--- src/rtl/sprite_store_param.sv ---
// Per-line sprite store: captures OAM scan matches in arrival order and serves
// the lowest-slot X match during pixel transfer. Optional bus hold: SPRITE_STORE_BUSHOLD_EN.
module sprite_store_param #(
  parameter int unsigned SLOTS  = 10,
  parameter int unsigned IDX_W  = 6,
  parameter int unsigned LINE_W = 4,
  parameter int unsigned X_W    = 8,
  parameter int unsigned CNT_W  = $clog2(SLOTS + 1)
) (
  input  logic              clk,
  input  logic              nreset,
  input  logic              scan_start,
  input  logic              store_valid,
  input  logic [IDX_W-1:0]  store_idx,
  input  logic [LINE_W-1:0] store_line,
  input  logic [X_W-1:0]    store_x,
  input  logic [X_W-1:0]    pix_x,
  input  logic              fetch_done,
  output logic [CNT_W-1:0]  count,
  output logic              full,
  output logic              hit,
  output logic [CNT_W-1:0]  hit_slot,
  output logic [IDX_W-1:0]  hit_idx,
  output logic [LINE_W-1:0] hit_line
);

  logic [CNT_W-1:0]  count_q, count_d;
  logic [SLOTS-1:0]  valid_q, valid_d;
  logic [SLOTS-1:0]  match, win_oh, wr_en;
  logic [IDX_W-1:0]  idx_q  [SLOTS];
  logic [LINE_W-1:0] line_q [SLOTS];
  logic [X_W-1:0]    x_q    [SLOTS];

  logic              win_found;
  logic [CNT_W-1:0]  win_slot;
  logic [IDX_W-1:0]  win_idx;
  logic [LINE_W-1:0] win_line;
  logic              full_int;
  logic              store_en;

  assign full_int = (count_q == CNT_W'(SLOTS));
  assign store_en = store_valid && !full_int && !scan_start;

  // Priority lookup: first matching slot in ascending order is the earliest stored.
  always_comb begin
    match     = '0;
    win_oh    = '0;
    win_found = 1'b0;
    win_slot  = '0;
    win_idx   = '0;
    win_line  = '0;
    for (int i = 0; i < int'(SLOTS); i++) begin
      match[i] = valid_q[i] && (x_q[i] == pix_x);
      if (match[i] && !win_found) begin
        win_found = 1'b1;
        win_oh[i] = 1'b1;
        win_slot  = CNT_W'(i);
        win_idx   = idx_q[i];
        win_line  = line_q[i];
      end
    end
  end

  always_comb begin
    wr_en = '0;
    for (int i = 0; i < int'(SLOTS); i++) begin
      wr_en[i] = store_en && (count_q == CNT_W'(i));
    end
  end

  // Retire and store never collide: the write slot is never yet valid.
  always_comb begin
    valid_d = valid_q;
    count_d = count_q;
    if (scan_start) begin
      valid_d = '0;
      count_d = '0;
    end else begin
      if (fetch_done) begin
        valid_d = valid_d & ~win_oh;
      end
      valid_d = valid_d | wr_en;
      if (store_en) begin
        count_d = count_q + CNT_W'(1);
      end
    end
  end

  always_ff @(posedge clk or negedge nreset) begin
    if (!nreset) begin
      valid_q <= '0;
      count_q <= '0;
    end else begin
      valid_q <= valid_d;
      count_q <= count_d;
    end
  end

  // Payload fields are qualified by valid_q, so they carry no reset.
  always_ff @(posedge clk) begin
    for (int i = 0; i < int'(SLOTS); i++) begin
      if (wr_en[i]) begin
        idx_q[i]  <= store_idx;
        line_q[i] <= store_line;
        x_q[i]    <= store_x;
      end
    end
  end

`ifdef SPRITE_STORE_BUSHOLD_EN
  logic [CNT_W-1:0]  hold_slot_q;
  logic [IDX_W-1:0]  hold_idx_q;
  logic [LINE_W-1:0] hold_line_q;

  always_ff @(posedge clk or negedge nreset) begin
    if (!nreset) begin
      hold_slot_q <= '0;
      hold_idx_q  <= '0;
      hold_line_q <= '0;
    end else if (win_found) begin
      hold_slot_q <= win_slot;
      hold_idx_q  <= win_idx;
      hold_line_q <= win_line;
    end
  end

  assign hit_slot = win_found ? win_slot : hold_slot_q;
  assign hit_idx  = win_found ? win_idx  : hold_idx_q;
  assign hit_line = win_found ? win_line : hold_line_q;
`else
  assign hit_slot = win_slot;
  assign hit_idx  = win_idx;
  assign hit_line = win_line;
`endif

  assign hit   = win_found;
  assign count = count_q;
  assign full  = full_int;

endmodule

--- config.mk ---
export PLATFORM = sky130hd
export DESIGN_NAME = sprite_store_param
export DESIGN_NICKNAME = d
export VERILOG_FILES = /design/src/rtl/sprite_store_param.sv
export SDC_FILE = /design/constraint.sdc
export NUM_CORES = 1
export LEC_CHECK = 0
export ABC_AREA = 1
export CORE_ASPECT_RATIO = 1.4
export CORE_MARGIN = 2
export CORE_UTILIZATION = 35
export CTS_BUF_LIST = sky130_fd_sc_hd__clkbuf_8
export CTS_CLUSTER_SIZE = 20
export DETAILED_ROUTE_END_ITERATION = 8
export SETUP_SLACK_MARGIN = 0.02
export SLEW_MARGIN = 20
export SYNTH_ARGS = -nofsm -noshare
export SYNTH_HDL_FRONTEND = slang
export SYNTH_SLANG_ARGS = --single-unit
--- constraint.sdc ---
create_clock -name clk -period 3.2 [get_ports clk]
set_clock_uncertainty 0.05 [all_clocks]
set_input_delay 0.64 -clock clk [delete_from_list [all_inputs] [get_ports clk]]
set_output_delay 0.64 -clock clk [all_outputs]
set_load 0.05 [all_outputs]
==> results.ini <==
[run_status]
status = finished, violations left
violations = setup timing

[clock_tree]
clockBufferDepth = 2
worstSkewPairLatency_ns = 0.49
cts.sinks = 194
root_buffer = clkbuf_8
hold_buffers = 0
cts_buffers = 17
path_clk_slew_ns = 0.11
htree_levels = 4
cts_tree = built

[logic_synthesis]
yosysWarnings = 0
synthFlopType = edfxtp_1
ys_seq_area_frac = 0.669
syn_area_um2 = 8610
async_flop_share = 0.0722
synth_seq_cells = 194
syn_nets = 803
synth-edff-count = 180
synthCells = 768
synth.distinct_cells = 43
syn_area_per_cell_um2 = 11.2

[place]
gp_congestion = 0.876
dpl_cell_area_um2 = 10100
dp.cells = 1176
port_buffers = 50
dp_hpwl_um = 15300

[layout]
design_area_um2 = 11000
area_growth_pct = 28.3
fin_cells = 1225
fill_cells = 2141
finalNetCount = 937
drive_gt1_frac = 0.271
n_antenna_cell = 0

[route]
drt_iter0_markers = 353
firstDrtPassIters = 4
via_per_inst = 4.87
ant_nets = 0
route.detailed.drc = 0
dr_total_vias = 5971
wl_um = 21800
routedWlPerCell_um = 17.8

[floorplanning]
dieArea_um2 = 25900
fp.coreArea_um2 = 24100
start_util = 0.358
die_y_um = 190
rows = 67
dieWidth_um = 137
ioPinCount = 51

[grt]
grt_max_degree = 22
grt_pass1_wl_um = 33500
antenna_found_initial = 0
grt_usage = 0.176
overflow = 0
grt_pass1_vias = 6171

[sta]
maxSlewHeadroom = 0.471
finalHoldViolations = 0
rsz0062_at_grt = true
tns_ns = -1.84
finalSetupViolCount = 14
worst_pin_slew_ns = 0.790
min_period_ns = 3.39
fin_crit_sh = 1.06
fin_ws_ns = -0.185
max_freq_mhz = 295
drv_slew = 0
holdWs_ns = 0.490

[pwr]
ir_drop_v = 0.000341
power_density_nw_per_um2 = 430
power.total_uw = 4750
p_leak_uw = 0.00435

[critical_path]
arrival_ns = 2.70
cp-start-kind = input port
crit_type = input port to output port
crit_fanout = 10
required_ns = 2.51
end_kind = output port

[run]
max_cap_violations = 0

[hold_path]
hp-class = register to register

==> path summary, 6_finish.rpt <==
check | startpoint | slack, ns | endpoint | cells past startpoint
setup / recovery | pix_x[2] | -0.19 | hit_line[3] | 16
hold / removal | valid_q[6] | 0.49 | valid_q[6] | 2
setup reg to reg | count[0] | 0.84 | x_q[5][7] | 10
hold reg to reg | valid_q[6] | 0.49 | valid_q[6] | 2
max in group asynchronous | nreset | 2.04 | valid_q[7] | 1
min in group asynchronous | nreset | 0.56 | valid_q[0] | 1
==> final cells by class <==
class | instances | area (µm²) | share of cell area
Multi-Input combinational cell | 461 | 2750 | 0.249
Inverter | 94 | 370 | 0.0335
Timing Repair inverter | 1 | 7.51 | 0.000680
Timing Repair Buffer | 133 | 1360 | 0.123
Clock inverter | 15 | 179 | 0.0162
Clock buffer | 17 | 234 | 0.0212
Sequential cell | 194 | 5760 | 0.521
Tap cell | 310 | 388 | 0.0351
==> where the power goes <==
group          total [µW]  internal, µW  switching (µW)
logic                 324           120             203
registers            2820          2800            15.6
clock network        1610           603            1000
total                4750          3530            1220
==> layer usage <==
metal / GRT usage / vias up / part of all wire
li1: - / 2875 / -
met1: 0.181 / 2919 / 0.37
met2: 0.338 / 127 / 0.56
met3: 0.0298 / 50 / 0.025
met4: 0.0805 / 0 / 0.039
met5: 0 / - / 0
==> critical path: stages <==
cell	delay [ns]
buf_2	0.11
buf_12	0.14
buf_8	0.12
xor2_1	0.13
nor2_1	0.19
nand3_4	0.12
buf_4	0.15
nand3_2	0.07
inv_2	0.12
a21oi_2	0.17
nand2_1	0.07
nor2_1	0.10
nand3_1	0.14
nor2_2	0.13
nand3_2	0.11
buf_12	0.16
==> repair_timing <==
| item | CTS | global route |
|---|---|---|
| pin swaps | 37 | 30 |
| gates resized for setup | 118 | 29 |
| endpoints found under the hold margin | 0 | 0 |
| setup buffers | 11 | 3 |
| cloned | 4 | 0 |
| setup endpoints to repair | 15 | 15 |
==> synth_stat cells, drive strengths merged, types with 2 or more instances <==
cell    number  area [µm²]
a21oi       21         105
a221oi       2        17.5
and3         2        12.5
buf         18         163
clkinv       2        7.51
dfrtp       14         350
edfxtp     180        5410
ha           4        50.1
inv         92         348
nand2      148         563
nand3       81         438
nand3b       5        41.3
nand4        8        65.1
nor2        94         392
nor3        20         100
nor4         6        37.5
o21ai       20         100
o22ai        6        37.5
or2          4        25.0
xnor2       17         149
xor2        16         140
==> cells by family (layout without fill, tap and decap cells) <==
group                    after synthesis  count (layout)  share of synthesized area
AO/OA/AOI/OAI                         53              53                     0.0343
adder cells (fa/ha/maj)                4               4                    0.00582
flip-flops                           194             194                      0.669
AND/OR/NAND/NOR                      371             371                      0.197
XOR/XNOR                              33              33                     0.0336
buffers and inverters                113             260                     0.0606
==> state kept, by name, indices dropped and copies added (netlist names) <==
| name | cells |
|---|---|
| x_q | 80 |
| idx_q | 60 |
| line_q | 40 |
| valid_q | 10 |
| count | 4 |
==> stage by stage <==
step	util	worst slack [ns]
4_1_cts	0.453	-0.201
2_1_floorplan	-	-0.368
6_report	0.459	-0.185
3_5_place_dp	0.419	-0.762
3_3_place_gp	0.419	-0.761
5_1_grt	0.459	-0.336
==> cells in the final DEF, fill, tap and decap left out, types with 4 or more instances in the layout <==
cell type / count
clkbuf_8: 17
buf_4: 62
nand3_2: 28
nor2_4: 10
clkinvlp_4: 4
nand2_1: 136
a21oi_2: 7
xor2_1: 16
nand4_1: 7
buf_12: 21
clkinv_8: 4
nor2_2: 16
o21ai_0: 17
nand3_4: 5
inv_1: 81
nand3b_1: 4
buf_6: 12
o22ai_1: 6
nand3_1: 48
nor3_1: 8
buf_2: 9
nor4_1: 6
a21oi_1: 14
nor2_1: 67
clkdlybuf4s50_1: 27
ha_1: 4
xnor2_1: 16
edfxtp_1: 180
inv_2: 7
nand2_2: 8
inv_8: 5
dfrtp_1: 14
nor3_2: 11
Power figures use the tool's default switching activity.
